--- src/rtl/voice_scheduler.sv ---
// voice_scheduler
// Shares one pipelined waveform generator across NUM_VOICES oscillator voices.
// On each sample tick, every voice's phase goes to the generator, one voice per
// cycle. The returned samples are summed, and the mix is offered downstream over
// a valid/ready handshake.
//
// Ports
//   clk, rst        clock, synchronous active-high reset
//   sample_tick     sample-rate strobe; dropped (overrun pulse) unless IDLE
//   cfg_we/voice/fcw/en   CPU write into the per-voice shadow config
//   gen_phase       phase to the shared generator (top 15 accumulator bits)
//   gen_wave        signed generator sample, WAVE_LAT cycles after gen_phase
//   sample_out/valid/ready   signed mix handshake to the DAC/PWM stage
//   busy            any state other than IDLE
//   overrun         one-cycle pulse per dropped tick
//
// state  | meaning
// IDLE   | waiting for sample_tick; shadow config copied to live on leaving
// ISSUE  | one voice per cycle to the generator, accumulators advance
// DRAIN  | waiting for the last in-flight generator result
// OUTPUT | mix held on sample_out until sample_ready
module voice_scheduler #(
    parameter  int NUM_VOICES = 4,
    parameter  int ACC_W      = 24,
    parameter  int WAVE_LAT   = 2,
    localparam int VW         = (NUM_VOICES > 1) ? $clog2(NUM_VOICES) : 1,
    localparam int OUT_W      = 12 + $clog2(NUM_VOICES)
) (
    input  logic                    clk,
    input  logic                    rst,
    input  logic                    sample_tick,
    input  logic                    cfg_we,
    input  logic [VW-1:0]           cfg_voice,
    input  logic [ACC_W-1:0]        cfg_fcw,
    input  logic                    cfg_en,
    output logic [14:0]             gen_phase,
    input  logic signed [11:0]      gen_wave,
    output logic signed [OUT_W-1:0] sample_out,
    output logic                    sample_valid,
    input  logic                    sample_ready,
    output logic                    busy,
    output logic                    overrun
);
    typedef enum logic [1:0] {IDLE, ISSUE, DRAIN, OUTPUT} state_t;

    localparam logic [VW-1:0]       LAST_IDX  = VW'(NUM_VOICES - 1);
    // Oldest tag stage; DRAIN ends once only this stage may still hold a tag.
    localparam logic [WAVE_LAT-1:0] EXIT_MASK = WAVE_LAT'(1) << (WAVE_LAT - 1);

    state_t                    state_q, state_d;
    logic [VW-1:0]             idx_q, idx_d;
    logic signed [OUT_W-1:0]   sum_q, sum_d;
    logic signed [OUT_W-1:0]   out_q, out_d;
    logic                      valid_q, valid_d;
    logic [14:0]               phase_q, phase_d;
    logic                      overrun_q, overrun_d;
    logic [ACC_W-1:0]          acc_q   [NUM_VOICES];
    logic [ACC_W-1:0]          acc_d   [NUM_VOICES];
    logic [ACC_W-1:0]          fcw_q   [NUM_VOICES];
    logic [ACC_W-1:0]          fcw_d   [NUM_VOICES];
    logic [ACC_W-1:0]          fcw_s_q [NUM_VOICES];
    logic [ACC_W-1:0]          fcw_s_d [NUM_VOICES];
    logic [NUM_VOICES-1:0]     en_q, en_d, en_s_q, en_s_d;
    // Tag pipeline that runs alongside the generator: vld marks an issued slot, ent holds its enable.
    logic [WAVE_LAT-1:0]       vld_q, vld_d, ent_q, ent_d;

    logic                      cfg_ok;
    logic                      capture;
    logic signed [OUT_W-1:0]   wave_ext;

    assign cfg_ok   = 32'(cfg_voice) < NUM_VOICES;
    assign capture  = vld_q[WAVE_LAT-1] && ent_q[WAVE_LAT-1] &&
                      ((state_q == ISSUE) || (state_q == DRAIN));
    assign wave_ext = OUT_W'(gen_wave);

    always_comb begin
        state_d   = state_q;
        idx_d     = idx_q;
        sum_d     = sum_q;
        out_d     = out_q;
        valid_d   = valid_q;
        phase_d   = phase_q;
        acc_d     = acc_q;
        fcw_d     = fcw_q;
        en_d      = en_q;
        fcw_s_d   = fcw_s_q;
        en_s_d    = en_s_q;
        overrun_d = sample_tick && (state_q != IDLE);
        vld_d     = vld_q << 1;
        ent_d     = ent_q << 1;

        if (cfg_we && cfg_ok) begin
            fcw_s_d[cfg_voice] = cfg_fcw;
            en_s_d[cfg_voice]  = cfg_en;
        end

        if (capture) begin
            sum_d = sum_q + wave_ext;
        end

        unique case (state_q)
            IDLE: begin
                if (sample_tick) begin
                    state_d = ISSUE;
                    idx_d   = '0;
                    sum_d   = '0;
                    fcw_d   = fcw_s_q;
                    en_d    = en_s_q;
                    for (int v = 0; v < NUM_VOICES; v++) begin
                        if (!en_s_q[v]) begin
                            acc_d[v] = '0;
                        end
                    end
                end
            end
            ISSUE: begin
                phase_d  = acc_q[idx_q][ACC_W-1 -: 15];
                vld_d[0] = 1'b1;
                ent_d[0] = en_q[idx_q];
                if (en_q[idx_q]) begin
                    acc_d[idx_q] = acc_q[idx_q] + fcw_q[idx_q];
                end
                if (idx_q == LAST_IDX) begin
                    state_d = DRAIN;
                end else begin
                    idx_d = idx_q + 1'b1;
                end
            end
            DRAIN: begin
                // sum_d already includes a capture made in this same cycle.
                if ((vld_q & ~EXIT_MASK) == '0) begin
                    state_d = OUTPUT;
                    out_d   = sum_d;
                    valid_d = 1'b1;
                end
            end
            OUTPUT: begin
                if (sample_ready) begin
                    state_d = IDLE;
                    valid_d = 1'b0;
                end
            end
            default: state_d = IDLE;
        endcase
    end

    always_ff @(posedge clk) begin
        if (rst) begin
            state_q   <= IDLE;
            idx_q     <= '0;
            sum_q     <= '0;
            out_q     <= '0;
            valid_q   <= 1'b0;
            phase_q   <= '0;
            overrun_q <= 1'b0;
            en_q      <= '0;
            en_s_q    <= '0;
            vld_q     <= '0;
            ent_q     <= '0;
            for (int v = 0; v < NUM_VOICES; v++) begin
                acc_q[v]   <= '0;
                fcw_q[v]   <= '0;
                fcw_s_q[v] <= '0;
            end
        end else begin
            state_q   <= state_d;
            idx_q     <= idx_d;
            sum_q     <= sum_d;
            out_q     <= out_d;
            valid_q   <= valid_d;
            phase_q   <= phase_d;
            overrun_q <= overrun_d;
            en_q      <= en_d;
            en_s_q    <= en_s_d;
            vld_q     <= vld_d;
            ent_q     <= ent_d;
            for (int v = 0; v < NUM_VOICES; v++) begin
                acc_q[v]   <= acc_d[v];
                fcw_q[v]   <= fcw_d[v];
                fcw_s_q[v] <= fcw_s_d[v];
            end
        end
    end

    // In ISSUE the phase comes straight from the accumulator so voice i is seen at T+1+i.
    assign gen_phase    = (state_q == ISSUE) ? acc_q[idx_q][ACC_W-1 -: 15] : phase_q;
    assign sample_out   = out_q;
    assign sample_valid = valid_q;
    assign busy         = (state_q != IDLE);
    assign overrun      = overrun_q;

endmodule

--- config.mk ---
export PLATFORM = sky130hd
export DESIGN_NAME = voice_scheduler
export DESIGN_NICKNAME = d
export VERILOG_FILES = /design/src/rtl/voice_scheduler.sv
export SDC_FILE = /design/constraint.sdc
export NUM_CORES = 1
export LEC_CHECK = 0
export BUFFER_PORTS_ARGS = -buffer_cell sky130_fd_sc_hd__buf_2
export CAP_MARGIN = 10
export CORE_ASPECT_RATIO = 0.7
export CORE_UTILIZATION = 45
export DETAILED_ROUTE_END_ITERATION = 6
export PLACE_DENSITY = 0.66
export SLEW_MARGIN = 20
export SYNTH_ARGS = -nofsm -noshare
export SYNTH_HDL_FRONTEND = slang
export SYNTH_SLANG_ARGS = --single-unit
export TNS_END_PERCENT = 30
--- constraint.sdc ---
create_clock -name clk -period 4.8 [get_ports clk]
set_input_delay 0.96 -clock clk [delete_from_list [all_inputs] [get_ports clk]]
set_output_delay 0.96 -clock clk [all_outputs]
set_load 0.1 [all_outputs]
==> results of run 1 <==
## synthesized netlist by cell type (15+ instances only)
| master | count | share of area [%] |
|---|---|---|
| inv_1 | 19 | 0.47 |
| dfxtp_1 | 349 | 46 |
| nor2b_1 | 25 | 1.0 |
| a21oi_1 | 248 | 8.1 |
| a211oi_1 | 15 | 0.74 |
| mux4_2 | 47 | 6.9 |
| clkbuf_1 | 79 | 1.9 |
| nand2_1 | 464 | 11 |
| a22oi_1 | 37 | 1.8 |
| a22o_1 | 45 | 2.6 |
| xnor2_1 | 18 | 1.0 |
| mux2_2 | 15 | 1.1 |
| nor2_1 | 98 | 2.4 |
| ha_1 | 44 | 3.6 |
| o21ai_0 | 47 | 1.5 |
| nand3_1 | 15 | 0.49 |
## per-layer routing
| layer | vias to the layer above | routed length (um) | GRT usage (%) |
|---|---|---|---|
| met5 | - | 0 | 0 |
| met4 | 0 | 788 | 6.45 |
| met3 | 65 | 2390 | 3.69 |
| met2 | 348 | 17500 | 36.1 |
| met1 | 5908 | 19100 | 32.5 |
| li1 | 6030 | - | - |
## registers in the layout, summed over array words and instances, names as in the netlist
| register | count |
|---|---|
| sample_valid | 1 |
| state_q | 2 |
| en_s_q | 4 |
| phase_q | 15 |
| idx_q | 2 |
| en_q | 4 |
| fcw_s_q | 96 |
| sample_out | 14 |
| vld_q | 2 |
| overrun | 1 |
| ent_q | 2 |
| acc_q | 96 |
| fcw_q | 96 |
| sum_q | 14 |
## worst max-delay path: cells and delay by family (launching register included)
family | cells | cell delay, ns
buffers and inverters | 3 | 0.75
adder cells (fa/ha/maj) | 1 | 0.79
multiplexers | 1 | 0.41
flip-flops | 1 | 0.34
## final cells by class
class / count / area share [%]
multi-input cells: 1250 / 45.0
clock buffers: 55 / 6.40
flip-flops and latches: 349 / 41.0
inverters: 24 / 0.557
well taps: 435 / 3.19
repair buffers: 93 / 3.26
clock inverters: 9 / 0.645
## power groups by stage
| stage | logic [mW] | clock network, mW | registers [mW] |
|---|---|---|---|
| 4_1_cts | 1.40 | 2.90 | 3.07 |
| 3_5_place_dp | 1.40 | 0 | 3.14 |
| 6_report | 1.41 | 2.85 | 3.07 |
| 3_3_place_gp | 1.38 | 0 | 3.13 |
| 2_1_floorplan | 0.864 | 0 | 3.27 |
| 5_1_grt | 1.51 | 3.01 | 3.09 |
## logic make-up (layout without fill, tap and decap cells)
kind of cell | count (synthesis) | in the layout
multiplexers | 73 | 73
AND/OR/NAND/NOR | 663 | 663
flip-flops | 349 | 349
buffers and inverters | 139 | 181
XOR/XNOR | 31 | 31
adder cells (fa/ha/maj) | 46 | 46
AO/OA/AOI/OAI | 437 | 437
## metrics by stage
step | util [%] | instance area [sq um]
after CTS | 51.0 | 17000
after detailed placement | 47.4 | 15800
after global routing | 51.0 | 17100
after floorplan | - | 15300
final | 51.0 | 17100
after global placement | 47.4 | 15800
## final timing paths
kind / startpoint / end / slack, ns
max: state_q[1] / gen_phase[4] / 1.02
max reg2reg: idx_q[1] / acc_q[45] / 1.08
min: ent_q[0] / ent_q[1] / 0.43
min reg2reg: ent_q[0] / ent_q[1] / 0.43
==> flow_metrics.tcl, run 1 <==
set metrics [dict create \
    rows 56 \
    start_kind "flip-flop" \
    die-area_sq_mm 0.0347 \
    drc_errors 0 \
    fin_skew_ns 0.0195 \
    die_w_um 222 \
    synth_top_family_by_area "simple AND/OR/NAND/NOR gates" \
    cts.hold.buffers_added 0 \
    grt_overflow_total 0 \
    p_clk_share_pct 38.9 \
    cts_sinks 349 \
    yosys.area_share.simple_pct 18.1 \
    fin_hold_ws_ns 0.430 \
    syn_area_sq_mm 0.0153 \
    multi_input_area_sq_mm 0.00767 \
    hold_viol 0 \
    min_period_ns 3.78 \
    ctsResizeCount 0 \
    final_nets 1844 \
    p_leak_nw 6.31 \
    rsz0062_at_grt "false" \
    crit_type "flip-flop to output pin" \
    cp_slowest_cell "ha_1" \
    vias 12400 \
    synthesis.nets 1828 \
    synth_compound_area_share_pct 17.4 \
    setup_tns_ns 0 \
    synth_fa_ha_area_share_pct 3.86 \
    root_buffer "clkbuf_16" \
    power.internal_mw 4.99 \
    dp_slack_ns 1.10 \
    cts_buffer_depth 3 \
    pwr-share-comb_pct 19.3 \
    critical_path.max_stage_delay_ns 0.79 \
    synth_xor_xnor_area_share_pct 1.78 \
    yosysWarnings 0 \
    initial_core_util_pct 45.7 \
    grt_pass1_vias 11700 \
    cp.arrival_ns 2.82 \
    ys_types 69 \
    dpl.hpwl_mm 24.8 \
    setup_ws_ns 1.02 \
    ant_nets 0 \
    io_pins 76 \
    core_area_sq_mm 0.0334 \
    drive_gt1_share_pct 13.9 \
    drv_cap 0 \
    diodes 0 \
    synth.mux.area_fraction_pct 8.97 \
    htreeDepth 2 \
    syn_inst 1738 \
    antenna_found_initial 0 \
    finalSetupViolCount 0 \
    grt_pass1_wl_mm 63.6 \
    ir_drop_mv 0.248 \
    syn_to_final_growth_pct 11.7 \
    reg2regPathDepth 10 \
    viasPerCell 5.58 \
    total_power_mw 7.34 \
    worstMarginPinSlew_ns 1.03 \
    avgRoutedWirePerCell_um 17.9 \
    n_fill_cell 3087 \
    instances_no_fill 2215 \
    switching_share_pct 32.0 \
    async_flop_share_pct 0 \
    mostFrequentLayoutCells "nand2_1 (463), dfxtp_1 (347), a21oi_1 (248)" \
    cts_setup_buffers 0 \
    hp-class "flip-flop to flip-flop" \
    end_kind "output pin" \
    first_pass_iters 5 \
    placedCellCount 2150 \
    post-route-period-util_pct 78.7 \
    synthFlopType "dfxtp_1" \
    ys_ff_latch 349 \
    synth-edff-count 0 \
    cts_tree "yes" \
    die_y_um 156 \
    register_area_sq_mm 0.00699 \
    path_max_fanout 20 \
    grt_max_degree 147 \
    required_ns 3.84 \
    final_max_slew_viol_count 0 \
    path_cells "inv_1 -> ha_1 -> buf_4 -> mux2_2 -> buf_2" \
    p_per_area_mw_per_mm2 430 \
    clkTransAtPathRegs_ns 0.07 \
    clkLatencyLatePin_ns 0.53 \
    syn_area_per_cell_sq_um 8.79 \
    routed_wirelength_mm 39.7 \
    io_buffer_count 75 \
    drtIter0Drc 1050 \
    fmax_mhz 265 \
    yosysSeqAreaShare_pct 45.7 \
    final_common_cell "nand2_1" \
    status "complete, no violations" \
    numCtsBuffers 36 \
    pwr-share-seq_pct 41.9 \
    slew-limit-headroom_pct 31.3 \
    hold_depth 1 \
    grt_usage_pct 23.0 \
    place.gp.congestion 0.899 \
    p_sw_mw 2.35 \
]
Note: power is estimated with default switching activity, not from simulation.
==> inputs of run 2 (changes only) <==
ABC_AREA = 1   (was not set)
PLACE_DENSITY = 0.68   (was 0.66)
clock period = 3.15 ns   (was 4.8 ns; I/O delays follow)
==> run 2 against run 1 <==
Clock power rose by 50%. Area after synthesis grew 5.2%. Count of clock-buffer cells in the layout is 5 lower. Sequential cell count is the same. Total power grew 150%. Die area increased by 5.1%. Combinational power increased to 6.0 times the previous value. Global-route usage rose by 1.7 points. Critical path type unchanged. Highest routed layer unchanged.
==> flow_metrics.tcl, run 2 <==
set metrics [dict create \
    ys_types 34 \
    vias 15000 \
    path_max_fanout 26 \
    routed_wirelength_mm 45.1 \
    syn_to_final_growth_pct 12.9 \
    start_kind "flip-flop" \
    finalSetupViolCount 0 \
    synthesis.nets 2378 \
    async_flop_share_pct 0 \
    io_buffer_count 75 \
    min_period_ns 2.96 \
    ant_nets 0 \
    cts_buffer_depth 3 \
    synth_area_leaders "dfxtp_1 (43%), nand2_1 (10%), o21ai_0 (9.5%), nor2_1 (8.5%), a21oi_1 (7.5%)" \
    rsz0062_at_grt "false" \
    final_max_slew_viol_count 0 \
    largest_registers "acc_q: 96 flops, fcw_q: 96 flops, fcw_s_q: 96 flops" \
    yosysWarnings 0 \
    final_common_cell "nand2_1" \
    worstMarginPinSlew_ns 1.06 \
    drv_cap 0 \
    cp_slowest_cell "dfxtp_2" \
    drive_gt1_share_pct 8.32 \
    grt_pass1_wl_mm 72.9 \
    cts_tree "yes" \
    clkLatencyLatePin_ns 0.55 \
    die_w_um 228 \
    grt_max_degree 198 \
    path_cells "buf_4 -> o21ai_0 -> o22ai_1 -> buf_4 -> nand2_1 -> nand2_1 -> buf_12" \
    grt_pass1_vias 13800 \
    io_pins 76 \
    post-route-period-util_pct 94.1 \
    slew-limit-headroom_pct 29.0 \
    setup_ws_ns 0.187 \
    yosys.area_share.simple_pct 24.4 \
    syn_area_per_cell_sq_um 7.02 \
    diodes 0 \
    synth_top_area_share_pct 43.5 \
    crit_buf_inv 3 \
    ir_drop_mv 0.463 \
    rows 57 \
    synth_top_family_by_area "simple AND/OR/NAND/NOR gates" \
    setup_tns_ns 0 \
    drtIter0Drc 1308 \
    yosys.cell_count.top_type "nand2_1" \
    synth_compound_area_share_pct 19.8 \
    fin_skew_ns 0.0194 \
    numCtsBuffers 35 \
    fmax_mhz 337 \
    synth_fa_ha_area_share_pct 3.67 \
    end_kind "output pin" \
    ys_top_cells_by_count "nand2_1 (442), nor2_1 (365), dfxtp_1 (349)" \
    cts_sinks 349 \
    grt_overflow_total 0 \
    grt_usage_pct 24.6 \
    p_per_area_mw_per_mm2 996 \
    cp.arrival_ns 2.33 \
    core_area_sq_mm 0.0349 \
    syn_area_sq_mm 0.0161 \
    crit_type "flip-flop to output pin" \
    final_nets 2387 \
    hp-class "primary input to flip-flop" \
    n_fill_cell 3411 \
    synthFlopType "dfxtp_1" \
    drc_errors 0 \
    placedCellCount 2732 \
    avgRoutedWirePerCell_um 16.1 \
    final_area_sq_mm 0.0181 \
    yosysSeqAreaShare_pct 43.5 \
    total_power_mw 18.1 \
    required_ns 2.52 \
    initial_core_util_pct 46.0 \
    crit_family "buffers and inverters" \
    dpl.hpwl_mm 28.9 \
    fin_hold_ws_ns 0.358 \
    syn_inst 2288 \
    synth.mux.area_fraction_pct 0.0623 \
    die-area_sq_mm 0.0365 \
    synth_xor_xnor_area_share_pct 0.708 \
    critical_path.max_stage_delay_ns 0.39 \
    die_y_um 160 \
    viasPerCell 5.37 \
    antenna_found_initial 0 \
    place.gp.congestion 0.965 \
    ys_ff_latch 349 \
    dp_slack_ns 0.339 \
    mostFrequentLayoutCells "nand2_1 (442), nor2_1 (364), dfxtp_1 (347)" \
    synth-edff-count 0 \
    first_pass_iters 6 \
    final_util_pct 51.9 \
    instances_no_fill 2793 \
    htreeDepth 2 \
    synth_top_area_cell "dfxtp_1" \
    status "complete, no violations" \
    hold_viol 0 \
    root_buffer "clkbuf_16" \
    p_leak_nw 7.63 \
    clkTransAtPathRegs_ns 0.06 \
    placed_area_sq_mm 0.0170 \
]
==> run 2: cell types whose count changed in the layout (fill, tap and decap cells not counted), sizes merged, moves of 37 or more <==
cell	previous run	this run
mux4	49	0
inv	20	172
nor2	102	369
o21ai	47	306
nand3	15	121
a22o	45	0
a22oi	37	0
o22ai	0	46
==> run 2: cell families (layout without fill, tap and decap cells) <==
group           after synthesis  count (layout)
compound gates              608             608
xor+xnor                     13              13
fa+ha+maj                    46              46
buf+inv                     307             340
flops                       349             349
mux                           1               1
simple gates                964             964
==> run 2: worst reg2reg max path: stages, from the launching register on <==
cell     delay [ns]
dfxtp_2        0.39
buf_12         0.26
o21ai_0        0.19
o22ai_1        0.30
ha_1           0.37
nand2_1        0.13
nand3_1        0.22
nand2_1        0.13
nand2_1        0.24
nand3_1        0.20
nand2_1        0.07
nand2_1        0.11
nand3_1        0.08
a21oi_1        0.17
==> run 2: final cells by class <==
cell class                      count  area, sq um  area share (%)
Clock buffer                       50         1000            5.53
Clock inverter                     11          149           0.821
Inverter                          173          657            3.62
Multi-Input combinational cell   1632         7830            43.2
Sequential cell                   349         6990            38.5
Tap cell                          472          591            3.26
Timing Repair Buffer              106          923            5.09
==> run 2: final timing paths <==
path / start / endpoint / slack, ns / cells past startpoint
max: idx_q[0] / gen_phase[2] / 0.19 / 7
min: cfg_fcw[4] / fcw_s_q[52] / 0.36 / 3
max reg2reg: idx_q[0] / acc_q[63] / 0.23 / 13
min reg2reg: ent_q[0] / ent_q[1] / 0.40 / 2
==> run 2: timing repair <==
action | CTS | global route
resized for setup | 0 | 2
setup buffers | 0 | 0
endpoints found under the hold margin | 0 | 0
endpoints found under the setup margin | 0 | 13
hold buffers | 0 | 0
==> run 2: power by group <==
part,total (mW),internal (mW),leakage [nW],switching [mW]
Combinational,8.46,2.41,4.21,6.05
Clock,4.28,2.47,0.568,1.80
Sequential,5.33,5.03,2.85,0.302
Total,18.1,9.92,7.63,8.16
==> run 2: routing by layer <==
layer  part of all wire (%)  global-route usage [%]  vias up
li1                       -                       -     7513
met1                     47                    33.9     6880
met2                     42                    37.7      515
met3                    8.5                    6.38       88
met4                    2.8                    7.47        0
met5                      0                       0        -
